--- src/rtl/mem_arbiter_pkg.sv ---
// Shared definitions for the multi-core data-memory arbiter: default widths
// (kept in step with the core top level), counter width and the FSM encoding.
package mem_arbiter_pkg;

  localparam int DEF_NUM_CORES = 4;
  localparam int DEF_ADDR_W    = 8;
  localparam int DEF_DATA_W    = 32;
  localparam int DEF_MEM_LAT   = 2;

  // Latency counter holds MEM_LAT-1, and MEM_LAT is at most 15.
  localparam int CNT_W = 4;

  typedef enum logic [1:0] {
    IDLE   = 2'd0,
    ACCESS = 2'd1,
    DONE   = 2'd2
  } state_e;

endpackage

--- src/rtl/mem_arbiter_if.sv ---
// Bundle of core-side request/response signals and memory-side strobes.
// The slave modport is the arbiter's view. The master modport is the view of
// the surrounding system, which drives the core requests and the memory's
// read data.
interface mem_arbiter_if
  import mem_arbiter_pkg::*;
#(
  parameter int NUM_CORES = DEF_NUM_CORES,
  parameter int ADDR_W    = DEF_ADDR_W,
  parameter int DATA_W    = DEF_DATA_W
) ();

  // Core side: flattened per-core fields, core i at [i*W +: W].
  logic [NUM_CORES-1:0]        req;
  logic [NUM_CORES-1:0]        we;
  logic [NUM_CORES*ADDR_W-1:0] addr;
  logic [NUM_CORES*DATA_W-1:0] wdata;
  logic [NUM_CORES-1:0]        gnt;
  logic [NUM_CORES-1:0]        done;
  logic [DATA_W-1:0]           rdata;
  logic                        busy;

  // Memory side: single-port data memory.
  logic                        mem_en;
  logic                        mem_we;
  logic [ADDR_W-1:0]           mem_addr;
  logic [DATA_W-1:0]           mem_wdata;
  logic [DATA_W-1:0]           mem_rdata;

  modport slave (
    input  req, we, addr, wdata, mem_rdata,
    output gnt, done, rdata, busy, mem_en, mem_we, mem_addr, mem_wdata
  );

  modport master (
    output req, we, addr, wdata, mem_rdata,
    input  gnt, done, rdata, busy, mem_en, mem_we, mem_addr, mem_wdata
  );

endinterface

--- src/rtl/mem_arbiter_rr_picker.sv ---
// Combinational round-robin picker. It searches req starting at last+1 and
// wraps modulo NUM_CORES, so the previous winner gets the lowest priority.
module rr_picker #(
  parameter int NUM_CORES = 4,
  parameter int IDX_W     = (NUM_CORES > 1) ? $clog2(NUM_CORES) : 1
) (
  input  logic [NUM_CORES-1:0] req,
  input  logic [IDX_W-1:0]     last,
  output logic                 valid,
  output logic [IDX_W-1:0]     winner
);

  logic [IDX_W-1:0] cand;

  // The scan runs from lowest to highest priority. A later hit overwrites an
  // earlier one, so the candidate at last+1 wins when it is requesting.
  always_comb begin
    // NOTE: every output of a combinational block gets a default before any
    // conditional assignment. Otherwise a path that skips the assignment
    // would infer a latch.
    valid  = 1'b0;
    winner = '0;
    cand   = '0;
    for (int k = NUM_CORES; k >= 1; k--) begin
      cand = IDX_W'((int'(last) + k) % NUM_CORES);
      if (req[cand]) begin
        valid  = 1'b1;
        winner = cand;
      end
    end
  end

endmodule

--- src/rtl/mem_arbiter.sv ---
// Round-robin arbiter and sequencer that shares one single-port data memory
// between NUM_CORES cores. One transaction runs at a time. The winning
// core's request is latched at grant. The FSM waits MEM_LAT cycles, returns
// read data and pulses a one-hot done. An IDLE bubble separates transactions.
module mem_arbiter
  import mem_arbiter_pkg::*;
#(
  parameter int NUM_CORES = DEF_NUM_CORES,
  parameter int ADDR_W    = DEF_ADDR_W,
  parameter int DATA_W    = DEF_DATA_W,
  parameter int MEM_LAT   = DEF_MEM_LAT
) (
  input  logic          clk,
  input  logic          rst,
  mem_arbiter_if.slave  bus
);

  localparam int IDX_W = (NUM_CORES > 1) ? $clog2(NUM_CORES) : 1;

  state_e                 state_q,     state_d;
  logic [CNT_W-1:0]       cnt_q,       cnt_d;
  logic [IDX_W-1:0]       last_q,      last_d;
  logic [NUM_CORES-1:0]   gnt_q,       gnt_d;
  logic [NUM_CORES-1:0]   done_q,      done_d;
  logic [DATA_W-1:0]      rdata_q,     rdata_d;
  logic                   mem_en_q,    mem_en_d;
  logic                   mem_we_q,    mem_we_d;
  logic [ADDR_W-1:0]      mem_addr_q,  mem_addr_d;
  logic [DATA_W-1:0]      mem_wdata_q, mem_wdata_d;

  logic                   pick_valid;
  logic [IDX_W-1:0]       pick_idx;

  rr_picker #(
    .NUM_CORES (NUM_CORES),
    .IDX_W     (IDX_W)
  ) u_picker (
    .req    (bus.req),
    .last   (last_q),
    .valid  (pick_valid),
    .winner (pick_idx)
  );

  // Next-state and next-output logic for the IDLE -> ACCESS -> DONE sequence.
  always_comb begin
    state_d     = state_q;
    cnt_d       = cnt_q;
    last_d      = last_q;
    gnt_d       = gnt_q;
    done_d      = done_q;
    rdata_d     = rdata_q;
    mem_en_d    = 1'b0;  // strobe lasts exactly one cycle per transaction
    mem_we_d    = mem_we_q;
    mem_addr_d  = mem_addr_q;
    mem_wdata_d = mem_wdata_q;

    case (state_q)
      IDLE: begin
        if (pick_valid) begin
          // Latch the winner's request now. Later changes on its inputs are
          // ignored until the transaction completes.
          gnt_d       = NUM_CORES'(1) << pick_idx;
          mem_en_d    = 1'b1;
          mem_we_d    = bus.we[pick_idx];
          mem_addr_d  = bus.addr[pick_idx*ADDR_W +: ADDR_W];
          mem_wdata_d = bus.wdata[pick_idx*DATA_W +: DATA_W];
          cnt_d       = CNT_W'(MEM_LAT - 1);
          last_d      = pick_idx;
          state_d     = ACCESS;
        end
      end

      ACCESS: begin
        if (cnt_q == '0) begin
          state_d = DONE;
          done_d  = gnt_q;
          // A write leaves the broadcast read data untouched.
          if (!mem_we_q) begin
            rdata_d = bus.mem_rdata;
          end
        end else begin
          cnt_d = cnt_q - CNT_W'(1);
        end
      end

      DONE: begin
        state_d  = IDLE;
        gnt_d    = '0;
        done_d   = '0;
        mem_we_d = 1'b0;
      end

      default: begin
        state_d = IDLE;
      end
    endcase
  end

  // State and registered outputs. A synchronous reset aborts any transaction
  // in flight, and no done is issued for it.
  always_ff @(posedge clk) begin
    // NOTE: sequential state uses non-blocking assignments only, so every flop
    // samples its _d value from before the edge regardless of statement order.
    if (rst) begin
      state_q     <= IDLE;
      cnt_q       <= '0;
      last_q      <= IDX_W'(NUM_CORES - 1);
      gnt_q       <= '0;
      done_q      <= '0;
      rdata_q     <= '0;
      mem_en_q    <= 1'b0;
      mem_we_q    <= 1'b0;
      mem_addr_q  <= '0;
      mem_wdata_q <= '0;
    end else begin
      state_q     <= state_d;
      cnt_q       <= cnt_d;
      last_q      <= last_d;
      gnt_q       <= gnt_d;
      done_q      <= done_d;
      rdata_q     <= rdata_d;
      mem_en_q    <= mem_en_d;
      mem_we_q    <= mem_we_d;
      mem_addr_q  <= mem_addr_d;
      mem_wdata_q <= mem_wdata_d;
    end
  end

  assign bus.gnt       = gnt_q;
  assign bus.done      = done_q;
  assign bus.rdata     = rdata_q;
  assign bus.busy      = (state_q != IDLE);
  assign bus.mem_en    = mem_en_q;
  assign bus.mem_we    = mem_we_q;
  assign bus.mem_addr  = mem_addr_q;
  assign bus.mem_wdata = mem_wdata_q;

endmodule

--- src/flat_wrapper.sv ---
// flat-port wrapper written by rule: the top's interface ports become plain ports
module mem_arbiter_flat import mem_arbiter_pkg::*;
#(
  parameter int NUM_CORES = DEF_NUM_CORES,
  parameter int ADDR_W    = DEF_ADDR_W,
  parameter int DATA_W    = DEF_DATA_W,
  parameter int MEM_LAT   = DEF_MEM_LAT
)
  (clk, rst, bus_req, bus_we, bus_addr, bus_wdata, bus_mem_rdata, bus_gnt, bus_done, bus_rdata, bus_busy, bus_mem_en, bus_mem_we, bus_mem_addr, bus_mem_wdata);
  mem_arbiter_if #(.NUM_CORES(NUM_CORES), .ADDR_W(ADDR_W), .DATA_W(DATA_W)) bus_i ();
  input  logic clk;
  input  logic rst;
  input wire logic [$bits(bus_i.req)-1:0] bus_req;
  input wire logic [$bits(bus_i.we)-1:0] bus_we;
  input wire logic [$bits(bus_i.addr)-1:0] bus_addr;
  input wire logic [$bits(bus_i.wdata)-1:0] bus_wdata;
  input wire logic [$bits(bus_i.mem_rdata)-1:0] bus_mem_rdata;
  output wire logic [$bits(bus_i.gnt)-1:0] bus_gnt;
  output wire logic [$bits(bus_i.done)-1:0] bus_done;
  output wire logic [$bits(bus_i.rdata)-1:0] bus_rdata;
  output wire logic [$bits(bus_i.busy)-1:0] bus_busy;
  output wire logic [$bits(bus_i.mem_en)-1:0] bus_mem_en;
  output wire logic [$bits(bus_i.mem_we)-1:0] bus_mem_we;
  output wire logic [$bits(bus_i.mem_addr)-1:0] bus_mem_addr;
  output wire logic [$bits(bus_i.mem_wdata)-1:0] bus_mem_wdata;
  assign bus_i.req = bus_req;
  assign bus_i.we = bus_we;
  assign bus_i.addr = bus_addr;
  assign bus_i.wdata = bus_wdata;
  assign bus_i.mem_rdata = bus_mem_rdata;
  assign bus_gnt = bus_i.gnt;
  assign bus_done = bus_i.done;
  assign bus_rdata = bus_i.rdata;
  assign bus_busy = bus_i.busy;
  assign bus_mem_en = bus_i.mem_en;
  assign bus_mem_we = bus_i.mem_we;
  assign bus_mem_addr = bus_i.mem_addr;
  assign bus_mem_wdata = bus_i.mem_wdata;
  mem_arbiter #(.NUM_CORES(NUM_CORES), .ADDR_W(ADDR_W), .DATA_W(DATA_W), .MEM_LAT(MEM_LAT)) u_core (.clk(clk), .rst(rst), .bus(bus_i));
endmodule
--- config.mk ---
export PLATFORM = sky130hd
export DESIGN_NAME = mem_arbiter_flat
export DESIGN_NICKNAME = d
export VERILOG_FILES = /design/src/rtl/mem_arbiter_pkg.sv /design/src/rtl/mem_arbiter_if.sv /design/src/rtl/mem_arbiter_rr_picker.sv /design/src/rtl/mem_arbiter.sv /design/src/flat_wrapper.sv
export SDC_FILE = /design/constraint.sdc
export NUM_CORES = 1
export LEC_CHECK = 0
export ABC_AREA = 1
export ABC_CLOCK_PERIOD_IN_PS = 4690
export CAP_MARGIN = 20
export CORE_MARGIN = 3
export CORE_UTILIZATION = 40
export CTS_BUF_LIST = sky130_fd_sc_hd__clkbuf_2 sky130_fd_sc_hd__clkbuf_4 sky130_fd_sc_hd__clkbuf_8
export CTS_CLUSTER_DIAMETER = 200
export DETAILED_ROUTE_END_ITERATION = 8
export PLACE_DENSITY = 0.89
export SYNTH_ARGS = -nofsm -noshare
export SYNTH_HDL_FRONTEND = slang
export SYNTH_HIERARCHICAL = 1
export SYNTH_SLANG_ARGS = --single-unit
--- constraint.sdc ---
create_clock -name clk -period 4.69 [get_ports clk]
set_clock_uncertainty 0.05 [all_clocks]
set_input_delay 0.469 -clock clk [delete_from_list [all_inputs] [get_ports clk]]
set_output_delay 0.469 -clock clk [all_outputs]
set_load 0.1 [all_outputs]
# Yosys cells after proc, flatten, opt, wreduce, memory -nomap -nowiden
# Cells that the tools add are included.
# totals
reg_bits	90
latchBits	0
ramBits	0
rom_bits	0
in_bits	202
out_inout_bits	83
wordCells	74
memories	0
# classes
n_addsub	5
n_mul	0
div	0
n_lt_le_gt_ge	5
n_eq_ne	5
n_shift	3
mux	31
bitwise	2
reduce_logical	13
# op_table
op	n
128-bit by 8-bit variable part select with 32-bit output	1
32-bit by 6-bit variable part select with 8-bit output	1
4-bit one-hot mux with 2 select lines	3
4-bit two-way mux	4
2-bit by 3-bit less-than comparator with 1-bit output, second input constant	5
2-bit two-way mux	6
1-bit two-way mux	11
1-bit binary-select mux with 2-bit select	5
2-bit AND reduction	4
2-bit nonzero test	4
3-bit AND reduction	2
2-bit by 1-bit adder with 2-bit output, second input constant	2
2-bit adder, second input constant	2
4-bit zero test	1
2-bit by 1-bit != test with 1-bit output, second input constant	2
2-bit one-hot mux with 2 select lines	1
1-bit by 2-bit << shifter with 4-bit output, first input constant	1
4-bit by 1-bit subtractor with 4-bit output, second input constant	1
2-bit by 1-bit equality test with 1-bit output, second input constant	1
2-bit equality test, second input constant	1
2-bit zero test	1
2-bit != test, second input constant	1
1-bit inverter	2
1-bit one-hot mux with 2 select lines	1
2-bit OR reduction	1

# Longest topological paths before layout
# Gate-level depths: netlist of the first run.
# depth
depth_word	11
ltp_mapped	17
mapped_depth_nobuf	15

# Hierarchy
# The synthesis of the first run kept the hierarchy.
# by_module_without_submodules
module	n_inst	cells_per_inst	area_each_um2	seq_area_each_um2
mem_arbiter	1	630	4222.8	1801.7
rr_picker	1	51	246.5	0.0

# Worst setup path after synthesis of the first run
# OpenSTA, ideal clock, no wires.
# synth_timing
path_kind	input to register
from	input port bus_req[2]
to	register u_core.mem_wdata_q[11], in the netlist u_core/bus.mem_wdata[11]
setup_ps	61
arrival_ps	1831
t_required_ps	4579
slack_ps	2748
stages	13
n_path_buf	1
cell_sequence	inv_1 > o21ai_1 > nand2_1 > nand2_1 > nand3_1 > a21boi_1 > inv_2 > nor2_4 > buf_8 > nand2_2 > nand4_1 > nand2_1 > nand2_1
# synth_via
elab_chain_cells	7
word_cells_on_any_way	18
classes_between	shift: 1; mux: 16; reduce/logical: 1
# synth_rtl
element	line	source
start: declaration	flat_wrapper.sv:13	input wire logic [$bits(bus_i.req)-1:0] bus_req;
1-bit binary-select mux with 2-bit select	mem_arbiter_rr_picker.sv:26	if (req[cand]) begin
1-bit two-way mux (not written as such)	mem_arbiter_rr_picker.sv:26	
2-bit two-way mux (3 in a row)	mem_arbiter_rr_picker.sv:26	
2-bit two-way mux *	mem_arbiter_rr_picker.sv:26	
named net u_core.pick_idx[1]	mem_arbiter.sv:32	logic [IDX_W-1:0] pick_idx;
128-bit by 8-bit variable part select with 32-bit output *	mem_arbiter.sv:66	mem_wdata_d = bus.wdata[pick_idx*DATA_W +: DATA_W];
end signal: assignment	mem_arbiter.sv:125	mem_wdata_q <= mem_wdata_d;
end: declaration	mem_arbiter.sv:29	logic [DATA_W-1:0] mem_wdata_q, mem_wdata_d;
# The timed path passes the listed nets; every way through them passes the cells marked *. The select of a mux whose other input is x is not followed.
# A chain may end at the register's enable or synchronous reset.

# Worst setup path in the final report of the first run
# layout_timing
from	register u_core.last_q[0]
to	register u_core.mem_wdata_q[0], in the netlist u_core/bus.mem_wdata[0]
# layout_via
elab_chain_cells	8
word_cells_on_any_way	22
classes_between	add/sub: 4; shift: 1; mux: 16; reduce/logical: 1
# layout_rtl
element	line	source
start: declaration	mem_arbiter.sv:22	logic [IDX_W-1:0] last_q, last_d;
start signal: assignment	mem_arbiter.sv:107	last_q <= IDX_W'(NUM_CORES - 1);
start signal: assignment	mem_arbiter.sv:118	last_q <= last_d;
2-bit by 1-bit adder with 2-bit output	mem_arbiter_rr_picker.sv:25	cand = IDX_W'((int'(last) + k) % NUM_CORES);
1-bit binary-select mux with 2-bit select	mem_arbiter_rr_picker.sv:26	
1-bit two-way mux (not written as such)	mem_arbiter_rr_picker.sv:26	
2-bit two-way mux (3 in a row)	mem_arbiter_rr_picker.sv:26	
2-bit two-way mux *	mem_arbiter_rr_picker.sv:26	
named net u_core.pick_idx[0]	mem_arbiter.sv:32	
128-bit by 8-bit variable part select with 32-bit output *	mem_arbiter.sv:66	
# Marked as above.

==> impl_results.md, run 1 <==
- Run status: finished, final reports clean
- Period utilization: 0.693
- First-pass GRT wire length: 26.3 mm
- Crit. Startpoint: u_core/last_q[0]
- Slew Viols, Final: 0
- Vias per inst: approximately 4.9
- Fillcell total: slightly below 900
- Most common cell in the synthesized netlist: nand2_1
- DRC errors left: 0
- CTS tree: done
- Fmax: 0.307 GHz
- P_sw: 3.45 mW
- Critical Path Slowest Stage Cell: clkinv_1
- Int Pwr: 2.39 mW
- CTS Hold Buffers Added: 0
- Drt first-iter violations: about 360
- Asr flop ratio synth: 0
- Pleak: 3.14 nW
- Critical path class: reg -> reg
- Final wirelength: ~17 mm
- CORE AREA: roughly 11000 sq um
- Cts repair resizes: 0
- Pre-antenna DRT Iters: 5
- WP buf/inv: 2
- Yosys reg bits: 90
- Post-synth EDFFs: 0
- Maximum vdd drop: 0.462 mV
- Worst path required time: 4890 ps
- FF-to-FF setup slack: about 1400 ps
- Full die area: 12500 sq um
- Routability Congestion: 0.936
- Die Span Y: 112 microns
- Setup crit end kind: flop
- Routed Antenna Nets: 0
- Final TNS setup: 0 ps
- Design Power: 5.84 mW
- Slew headroom: 0.258
- Sequential Power Share: 0.198
- RSZ-0062 raised after global routing: no
- Ranking of synthesized cells by area: dfxtp_1 40%, nand2_1 27%, nor2_1 6.6%
- Area leader, netlist: dfxtp_1
- Commonest cells in the netlist: 316 x nand2_1, 90 x dfxtp_1, 79 x nor2_1, 41 x nand4_1, 41 x o21ai_0
- Layout cells sized above 1: 0.0599
- Inserted Diodes: 0
- Clock Sinks: 90
- Post-Syn Area: 4470 sq um
- Final Setup Violations: 0
- Pwr per Cell Area: a little under 800 nW/um^2
- Hold depth: 2
- Starting Density: 0.422
- Layout area overhead: 66.9%
- Synth unique cells: 29
- Vias: 5282
- Setup Fix Bufs, Post-CTS: 0
- Non-Filler Instances: ~1100
- I/O pin total: 285
- Row count: 37
- Die width: 112 microns
- Synth warn: 6
- Combinational fraction of design power: 0.706
- Inst Count DP: about 1100
- Synth top area share: 0.403
- Largest net degree at the start of global routing: between 40 and 50
- Wire per inst: 15.4 microns
- FF-to-FF End: u_core/bus.mem_wdata[0]
- H-tree Lvls: 3
- Critical Path Start Type: flop
- Max-Cap Viols: 0
- Top Family by Delay on Critical Path: buffers and inverters
- Total CTS buffers: 9
- Gr ovfl total: 0
- All-layer global routing usage: 0.258
- Worst Reg-to-Reg Cells: 13
- Critical Path AT: 3450 ps
- Hold path endpoint: u_core/bus.mem_wdata[5]
- Synth Flop Type: dfxtp_1
- Mapped Cells: a little under 700
- Antenna violations before repair: 0
- CP most frequent cell: nand2_1
- Seq/Total Area, Yosys: 0.403
- Hold path start: u_core/bus.mem_wdata[5]
- WP depth: 13
- Input/output buffers: ~280
- Switching Fraction: 0.591
- Power share of the clock group: 0.096
- R2r startpoint: u_core/last_q[0]
- Worst-path fanout max: 30
- Crit path time final: 3250 ps
- Vias in the first global route: 5192
- Pin slew with the least headroom to its limit: around 1100 ps
- Root buffer cell: clkbuf_8
- Detail Placement HPWL: 12.5 mm
- CP peak stage delay: 770 ps
- Fin. Hold Viols: 0
- Hold crit path type: reg -> reg
- Clock Path Buffers: 2
- Crit-path cells: nand2_1 > and2_4 > nor2_2 > nor2_1 > nand3_1 > nand2_1 > nand2_1 > clkinv_1 > buf_4 > nand2_1 > nand4_1 > nand2_1 > nand2_1
- Clk pin slew, worst setup/hold paths: 100 ps
- Nets@finish: 1149
- Synth Net Count: around 880
- Syn avg cell area: 6.56 sq um
- Clk Latency, worst-skew pair: 350 ps
==> worst register-to-register path, cell delays in order, from the launching register on <==
cell      delay [ps]
dfxtp_1          640
nand2_1          140
and2_4           180
nor2_2           120
nor2_1            60
nand3_1           80
nand2_1          170
nand2_1          120
clkinv_1         770
buf_4            520
nand2_1           90
nand4_1          100
nand2_1           70
nand2_1           40
==> kinds of logic after synthesis <==
group	after synthesis	share of synthesized area
compound gates	49	0.0568
simple gates	475	0.444
flops	90	0.403
buf+inv	66	0.0935
fa+ha+maj	1	0.00280
==> sequential cells by signal, indices dropped and copies added (netlist names), 2 cells and up <==
signal	count
u_core/last_q	2
u_core/state_q	2
u_core/cnt_q	4
u_core/bus.mem_addr	8
u_core/bus.mem_wdata	32
u_core/bus.done	4
u_core/bus.rdata	32
u_core/bus.gnt	4
==> metrics by stage <==
stage	instance area (sq um)	setup WS, ps	util	hold slack (ps)
2_1_floorplan	4470	2750	-	411
3_3_place_gp	7230	1280	0.682	386
3_5_place_dp	7230	1240	0.682	390
4_1_cts	7440	1510	0.702	408
5_1_grt	7460	1100	0.704	422
6_report	7460	1440	0.704	403
==> metal layers <==
layer  vias to the layer above  global-route usage  wire (microns)
li1                       2663                   -               -
met1                      2369               0.300            6560
met2                       210               0.453            8330
met3                        40              0.0636            1200
met4                         0               0.105             612
met5                         -                   0               0
==> placed cells by master (no fill, tap or decap) <==
cell | Yosys | routed
clkbuf_8 | 4 | 11
nor2_4 | 2 | 4
buf_4 | 9 | 5
nand3_1 | 12 | 12
clkinv_2 | 0 | 1
inv_2 | 7 | 7
dfxtp_1 | 90 | 90
nand2_2 | 19 | 19
o31ai_1 | 1 | 1
inv_1 | 21 | 21
bufinv_16 | 0 | 1
and2_4 | 1 | 1
clkinv_1 | 1 | 1
a21oi_1 | 4 | 4
clkinvlp_4 | 0 | 1
buf_12 | 0 | 1
nand4_1 | 41 | 41
a21boi_1 | 1 | 1
nor2_2 | 3 | 1
nor3_1 | 1 | 1
o21ai_1 | 1 | 1
nor2_1 | 79 | 79
clkdlybuf4s50_1 | 0 | 284
inv_6 | 1 | 3
nand2_1 | 316 | 316
nand3_2 | 1 | 1
o21ai_0 | 41 | 41
ha_1 | 1 | 1
o21ai_2 | 1 | 1
==> layout make-up <==
class	count	area, sq um	area share
timing repair buffer	290	2900	0.389
multi-input combinational	525	2260	0.303
sequential	90	1800	0.241
tap	136	170	0.0228
clock buffer	11	151	0.0203
inverter	30	118	0.0158
clock inverter	5	60.1	0.00805
==> how the worst max path moves through the flow <==
| stage | end |
|---|---|
| floorplan | u_core/bus.mem_wdata[11] |
| global placement | u_core/bus.mem_we |
| detailed placement | u_core/bus.mem_addr[1] |
| CTS | u_core/bus.mem_addr[1] |
| global route | u_core/bus.mem_addr[5] |
| finish | u_core/bus.mem_wdata[0] |
==> power by group through the flow <==
stage	combinational, mW	clock, mW	sequential (mW)
floorplan	1.71	0	2.70
detailed placement	4.10	0	1.17
global placement	4.06	0	1.16
CTS	4.12	0.576	1.16
finish	4.12	0.562	1.16
global route	4.41	0.605	1.19
Power figures use the tool's default switching activity.
==> run 2: changes to the inputs <==
--- a/config.mk
+++ b/config.mk
@@ -6,14 +6,14 @@
 export NUM_CORES = 1
 export LEC_CHECK = 0
 export ABC_AREA = 1
-export ABC_CLOCK_PERIOD_IN_PS = 4690
+export ABC_CLOCK_PERIOD_IN_PS = 3300
 export CAP_MARGIN = 20
 export CORE_MARGIN = 3
-export CORE_UTILIZATION = 40
+export CORE_UTILIZATION = 38
 export CTS_BUF_LIST = sky130_fd_sc_hd__clkbuf_2 sky130_fd_sc_hd__clkbuf_4 sky130_fd_sc_hd__clkbuf_8
 export CTS_CLUSTER_DIAMETER = 200
 export DETAILED_ROUTE_END_ITERATION = 8
-export PLACE_DENSITY = 0.89
+export PLACE_DENSITY = 0.85
 export SYNTH_ARGS = -nofsm -noshare
 export SYNTH_HDL_FRONTEND = slang
 export SYNTH_HIERARCHICAL = 1
==> constraint.sdc (replaced) <==
create_clock -name clk -period 3.3 [get_ports clk]
set_clock_uncertainty 0.05 [all_clocks]
set_input_delay 0.33 -clock clk [delete_from_list [all_inputs] [get_ports clk]]
set_output_delay 0.33 -clock clk [all_outputs]
set_load 0.1 [all_outputs]
==> run 2 against run 1 <==
- global-route usage is 1.4 points lower
- non-clock buffer count is 6 higher
- power is 45% higher
- final cell count is 0.92% higher
- combinational power is 44% higher
- count of clock-buffer cells in the layout is 1 lower
- sequential power is 42% higher
- first-iteration DRC count is 5.9% higher
- via count is 0.98% lower
- critical path depth is 1 lower
- cell area is 1.3% higher
==> impl_results.md, run 2 (same netlist as run 1, synthesis figures left out) <==
- Run status: finished, final reports clean (unchanged)
- Gr ovfl total: 0 (unchanged)
- Setup Fix Bufs, Post-CTS: 0 (unchanged)
- Worst path required time: 3550 ps (was 4890 ps)
- Vias in the first global route: 5032 (was 5192)
- Clk Latency, worst-skew pair: 340 ps (was 350 ps)
- Final TNS setup: 0 ps (unchanged)
- Critical Path AT: 2980 ps (was 3450 ps)
- Row count: 38 (was 37)
- Nets@finish: 1155 (was 1149)
- Slew Viols, Final: 0 (unchanged)
- Period utilization: 0.830 (was 0.693)
- Input/output buffers: 284 (unchanged)
- CORE AREA: 11200 sq um (was 10600 sq um)
- Critical Path Start Type: flop (unchanged)
- Setup crit end: u_core/bus.mem_wdata[7] (was u_core/bus.mem_wdata[0])
- Max-Cap Viols: 0 (unchanged)
- Full die area: 13100 sq um (was 12500 sq um)
- Slew headroom: 0.263 (was 0.258)
- Commonest non-fill, non-tap cell in the layout: nand2_1 (unchanged)
- Antenna violations before repair: 0 (unchanged)
- First-pass GRT wire length: 25.5 mm (was 26.3 mm)
- Worst Reg-to-Reg Cells: 12 (was 13)
- H-tree Lvls: 3 (unchanged)
- RSZ-0062 raised after global routing: no (unchanged)
- Design Power: 8.49 mW (was 5.84 mW)
- Uppermost layer routed: met4 (unchanged)
- All-layer global routing usage: 0.244 (was 0.258)
- R2r startpoint: u_core/last_q[0] (unchanged)
- Fin. Hold Viols: 0 (unchanged)
- Met2 wire len: 8.24 mm (was 8.33 mm)
- Wire per inst: 15.1 microns (was 15.4 microns)
- Fmax: 0.365 GHz (was 0.307 GHz)
- Drt first-iter violations: 376 (was 355)
- Critical path class: reg -> reg (unchanged)
- FF-to-FF setup slack: 560 ps (was 1440 ps)
- Post-DP Area: 7310 sq um (was 7230 sq um)
- Crit path time final: 2740 ps (was 3250 ps)
- Total CTS buffers: 9 (unchanged)
- Clk pin slew, worst setup/hold paths: 90 ps (was 100 ps)
- Setup crit end kind: flop (unchanged)
- CTS Hold Buffers Added: 0 (unchanged)
- Final Setup Violations: 0 (unchanged)
- Inserted Diodes: 0 (unchanged)
- WL met3: 1.17 mm (was 1.20 mm)
- DRC errors left: 0 (unchanged)
- Vias: 5230 (was 5282)
- Non-Filler Instances: 1097 (was 1087)
- Worst-path fanout max: 35 (was 30)
- I/O pin total: 285 (unchanged)
- CTS tree: done (unchanged)
- Clock Sinks: 90 (unchanged)
- Detail Placement HPWL: 12.8 mm (was 12.5 mm)
- Die Span Y: 114 microns (was 112 microns)
- Final wirelength: 16.5 mm (was 16.7 mm)
- Pre-antenna DRT Iters: 5 (unchanged)
- Final non-filler cell area: 7550 sq um (was 7460 sq um)
- Routability Congestion: 0.920 (was 0.936)
- Inst Count DP: 1081 (was 1070)
- Starting Density: 0.400 (was 0.422)
- Root buffer cell: clkbuf_8 (unchanged)
- Cts repair resizes: 0 (unchanged)
- Largest net degree at the start of global routing: 42 (was 49)
- Pin slew with the least headroom to its limit: 1100 ps (was 1110 ps)
- Maximum vdd drop: 0.618 mV (was 0.462 mV)
- Pleak: 3.18 nW (was 3.14 nW)
- Vias per inst: 4.77 (was 4.86)
- Layout cells sized above 1: 0.0669 (was 0.0599)
- Crit. Startpoint: u_core/last_q[0] (unchanged)
- Clock Path Buffers: 2 (unchanged)
- Commonest non-fill, non-tap cells in the layout: 316 x nand2_1, 283 x clkdlybuf4s50_1, 90 x dfxtp_1 (was 316 x nand2_1, 284 x clkdlybuf4s50_1, 90 x dfxtp_1)
- Pwr per Cell Area: 1120 nW/um^2 (was 783 nW/um^2)
- FF-to-FF End: u_core/bus.mem_wdata[7] (was u_core/bus.mem_wdata[0])
- Hold crit path type: reg -> reg (unchanged)
- Layout area overhead: 69.0% (was 66.9%)
- Die width: 114 microns (was 112 microns)
- Routed Antenna Nets: 0 (unchanged)
- Wl on met1: 6.81 mm (was 6.56 mm)
==> run 2: cell types whose count changed in the layout (fill, tap and decap cells not counted), sizes merged <==
cell	previous run	this run
buf	6	13
bufinv	1	3
clkbuf	11	10
clkdlybuf4s50	284	283
clkinv	2	1
clkinvlp	1	2
inv	31	30
==> run 2: metal layers <==
layer,GRT usage,vias up
met4,0.0689,0
met5,0,-
met1,0.305,2348
met2,0.419,179
li1,-,2682
met3,0.0587,21
==> run 2: power by group <==
part	total (mW)	leakage, nW	switching (mW)	internal [mW]
clock network	0.909	0.117	0.394	0.515
registers	1.65	0.739	0.198	1.45
logic	5.94	2.33	4.31	1.63
total	8.49	3.18	4.90	3.59
==> run 2: layout make-up <==
class / instances / area (sq um)
Fill cell: 964 / 3620
Timing Repair Buffer: 296 / 2960
Multi-Input combinational cell: 525 / 2260
Sequential cell: 90 / 1800
Tap cell: 140 / 175
Clock buffer: 10 / 131
Inverter: 30 / 118
Clock inverter: 6 / 114
==> run 2: stage by stage <==
step,utilization,worst slack [ps],hold slack [ps]
finish,0.676,563,403
global route,0.676,280,423
CTS,0.676,555,405
detailed placement,0.654,373,389
global placement,0.654,472,385
floorplan,-,1400,352
==> run 2: worst min-delay path by stage <==
stage,from,to,slack (ps),depth (start not counted)
detailed placement,u_core/bus.mem_addr[4],u_core/bus.mem_addr[4],390,2
global route,u_core/bus.mem_addr[7],u_core/bus.mem_addr[7],420,2
floorplan,rst,u_core/cnt_q[2],350,1
finish,u_core/bus.mem_wdata[1],u_core/bus.mem_wdata[1],400,2
CTS,u_core/bus.mem_wdata[1],u_core/bus.mem_wdata[1],410,2
global placement,u_core/bus.mem_wdata[13],u_core/bus.mem_wdata[13],380,2
==> run 2: critical path: stages, from the launching register on <==
cell     delay [ps]
dfxtp_1         630
nand2_1         140
and2_4          180
nor2_2          100
nor2_1           50
nand3_1          70
nand2_1         180
nor2_4          700
buf_4           290
nand2_1          60
nand4_1          80
nand2_1          60
nand2_1          60
==> run 3: changes to the inputs <==
--- a/config.mk
+++ b/config.mk
@@ -6,14 +6,14 @@
 export NUM_CORES = 1
 export LEC_CHECK = 0
 export ABC_AREA = 1
-export ABC_CLOCK_PERIOD_IN_PS = 3300
+export ABC_CLOCK_PERIOD_IN_PS = 2500
 export CAP_MARGIN = 20
 export CORE_MARGIN = 3
-export CORE_UTILIZATION = 38
+export CORE_UTILIZATION = 34
 export CTS_BUF_LIST = sky130_fd_sc_hd__clkbuf_2 sky130_fd_sc_hd__clkbuf_4 sky130_fd_sc_hd__clkbuf_8
 export CTS_CLUSTER_DIAMETER = 200
 export DETAILED_ROUTE_END_ITERATION = 8
-export PLACE_DENSITY = 0.85
+export PLACE_DENSITY = 0.81
 export SYNTH_ARGS = -nofsm -noshare
 export SYNTH_HDL_FRONTEND = slang
 export SYNTH_HIERARCHICAL = 1
==> constraint.sdc (replaced) <==
create_clock -name clk -period 2.5 [get_ports clk]
set_clock_uncertainty 0.05 [all_clocks]
set_input_delay 0.25 -clock clk [delete_from_list [all_inputs] [get_ports clk]]
set_output_delay 0.25 -clock clk [all_outputs]
set_load 0.1 [all_outputs]
==> run 3 against run 2 <==
- sequential power rose by 32%
- global-route usage fell by 2.7 points
- combinational power rose by 32%
- power rose by 29%
- sequential share of layout area rose by 0.59 points
- cell area fell by 2.4%
- core utilization fell by 9.7 points
- critical path type unchanged
==> impl_results.md, run 3 (same netlist as run 1, synthesis figures left out) <==
- Run status: finished, final reports clean (unchanged)
- Final Setup Violations: 0 (unchanged)
- Worst setup margin: 214 ps (was 563 ps)
- Layout area overhead: 65.0% (was 69.0%)
- Starting Density: 0.351 (was 0.400)
- First-pass GRT wire length: 25.0 mm (was 25.5 mm)
- H-tree Lvls: 3 (unchanged)
- Die width: 121 microns (was 114 microns)
- Slew Viols, Final: 0 (unchanged)
- Fmax: 0.437 GHz (was 0.365 GHz)
- Vias per inst: 4.65 (was 4.77)
- Pin slew with the least headroom to its limit: 563 ps (was 1100 ps)
- Detail Placement HPWL: 12.5 mm (was 12.8 mm)
- Critical Path Start Type: flop (unchanged)
- Top Family by Delay on Critical Path: simple AND/OR/NAND/NOR gates (unchanged)
- Setup Fix Bufs, Post-CTS: 0 (unchanged)
- Maximum vdd drop: 1.03 mV (was 0.618 mV)
- Total CTS buffers: 9 (unchanged)
- Clk pin slew, worst setup/hold paths: 100 ps (was 90 ps)
- Routed Antenna Nets: 0 (unchanged)
- Row count: 41 (was 38)
- Gr ovfl total: 0 (unchanged)
- Crit-path cells: nand2_1 > o21ai_1 > nand2_1 > nand2_1 > nand3_1 > a21boi_1 > buf_4 > inv_2 > nor2_4 > buf_12 > nand2_1 > nand4_1 > nand2_1 > nand2_1 (was nand2_1 > and2_4 > nor2_2 > nor2_1 > nand3_1 > nand2_1 > nor2_4 > buf_4 > nand2_1 > nand4_1 > nand2_1 > nand2_1)
- CTS tree: done (unchanged)
- Fillcell total: 1225 (was 964)
- Post-DP Area: 7190 sq um (was 7310 sq um)
- Clk Latency, worst-skew pair: 380 ps (was 340 ps)
- Pleak: 3.32 nW (was 3.18 nW)
- Pre-CTS WS: 144 ps (was 373 ps)
- Layout cells sized above 1: 0.153 (was 0.0669)
- Worst Reg-to-Reg Cells: 14 (was 12)
- Routability Congestion: 0.914 (was 0.920)
- Setup crit end kind: flop (unchanged)
- Final non-filler cell area: 7370 sq um (was 7550 sq um)
- Final wirelength: 16.4 mm (was 16.5 mm)
- Post-layout util: 0.580 (was 0.676)
- CTS Hold Buffers Added: 0 (unchanged)
- CP most frequent cell: nand2_1 (unchanged)
- Max-Cap Viols: 0 (unchanged)
- Cts repair resizes: 0 (unchanged)
- Root buffer cell: clkbuf_8 (unchanged)
- Antenna violations before repair: 0 (unchanged)
- Worst hold slack: 409 ps (was 403 ps)
- Worst-path fanout max: 34 (was 35)
- Non-Filler Instances: 1130 (was 1097)
- Wire per inst: 14.5 microns (was 15.1 microns)
- Commonest non-fill, non-tap cell in the layout: nand2_1 (unchanged)
- Inserted Diodes: 0 (unchanged)
- Commonest non-fill, non-tap cells in the layout: 316 x nand2_1, 201 x clkdlybuf4s50_1, 91 x buf_4 (was 316 x nand2_1, 283 x clkdlybuf4s50_1, 90 x dfxtp_1)
- Critical path class: reg -> reg (unchanged)
- Input/output buffers: 284 (unchanged)
- Hold crit path type: reg -> reg (unchanged)
- Period utilization: 0.914 (was 0.830)
- CP peak stage delay: 640 ps (was 700 ps)
- Critical Path Slowest Stage Cell: dfxtp_1 (was nor2_4)
- Inst Count DP: 1114 (was 1081)
- Hold depth: 2 (unchanged)
- Crit path time final: 2290 ps (was 2740 ps)
- DRC errors left: 0 (unchanged)
- Pwr per Cell Area: 1490 nW/um^2 (was 1120 nW/um^2)
- Design Power: 11.0 mW (was 8.49 mW)
- Clock Sinks: 90 (unchanged)
- Worst path required time: 2770 ps (was 3550 ps)
- Die Span Y: 121 microns (was 114 microns)
- WP depth: 14 (was 12)
- RSZ-0062 raised after global routing: no (unchanged)
- Critical Path AT: 2560 ps (was 2980 ps)
- CORE AREA: 12700 sq um (was 11200 sq um)
- Clock Path Buffers: 2 (unchanged)
- Vias in the first global route: 4894 (was 5032)
- Nets@finish: 1156 (was 1155)
- Register area: 1800 sq um (unchanged)
- Vias: 5259 (was 5230)
- Multi-input logic area: 2260 sq um (unchanged)
- I/O pin total: 285 (unchanged)
- WP buf/inv: 3 (was 1)
- Drt first-iter violations: 315 (was 376)
- Pre-antenna DRT Iters: 4 (was 5)
- Slew headroom: 0.624 (was 0.263)
- Final TNS setup: 0 ps (unchanged)
- Largest net degree at the start of global routing: 49 (was 42)
- All-layer global routing usage: 0.217 (was 0.244)
- Full die area: 14600 sq um (was 13100 sq um)
- Fin. Hold Viols: 0 (unchanged)
==> run 3: changes by cell type in the layout (fill, tap and decap cells not counted) <==
cell / previous run / this run
buf_12: 2 / 5
buf_4: 11 / 91
clkbuf_4: 1 / 0
clkinv_2: 0 / 1
bufinv_16: 3 / 0
inv_8: 0 / 2
clkdlybuf4s50_1: 283 / 201
clkinv_4: 0 / 1
==> run 3: layer usage <==
metal	global-route usage	vias to the layer above	part of all wire
met5	0	-	0
met4	0.0822	0	0.026
met3	0.0543	27	0.076
met2	0.380	184	0.49
met1	0.255	2365	0.40
li1	-	2683	-
==> run 3: worst paths after layout <==
kind / from / endpoint / slack, ps
worst min register to register: u_core/bus.mem_wdata[20] / u_core/bus.mem_wdata[20] / 410
worst max-delay path: u_core/last_q[0] / u_core/bus.mem_addr[7] / 210
worst min-delay path: u_core/bus.mem_wdata[20] / u_core/bus.mem_wdata[20] / 410
worst max register to register: u_core/last_q[0] / u_core/bus.mem_addr[7] / 210
==> run 3: where the power goes <==
group / internal, mW / switching [mW] / total [mW]
logic: 2.12 / 5.70 / 7.82
clock network: 0.378 / 0.589 / 0.968
registers: 1.91 / 0.268 / 2.18
total: 4.41 / 6.56 / 11.0
==> run 3: final cells by class <==
cell class                      instances  share of cell area
Clock buffer                            9              0.0168
Clock inverter                          7             0.00815
Inverter                               30              0.0160
Multi-Input combinational cell        525               0.306
Sequential cell                        90               0.244
Tap cell                              172              0.0292
Timing Repair Buffer                  297               0.379
==> run 3: worst min-delay path: cells and delay by family (launching register included) <==
kind | cells | cell delay (ps)
and+or+nand+nor | 2 | 100
DFF | 1 | 320
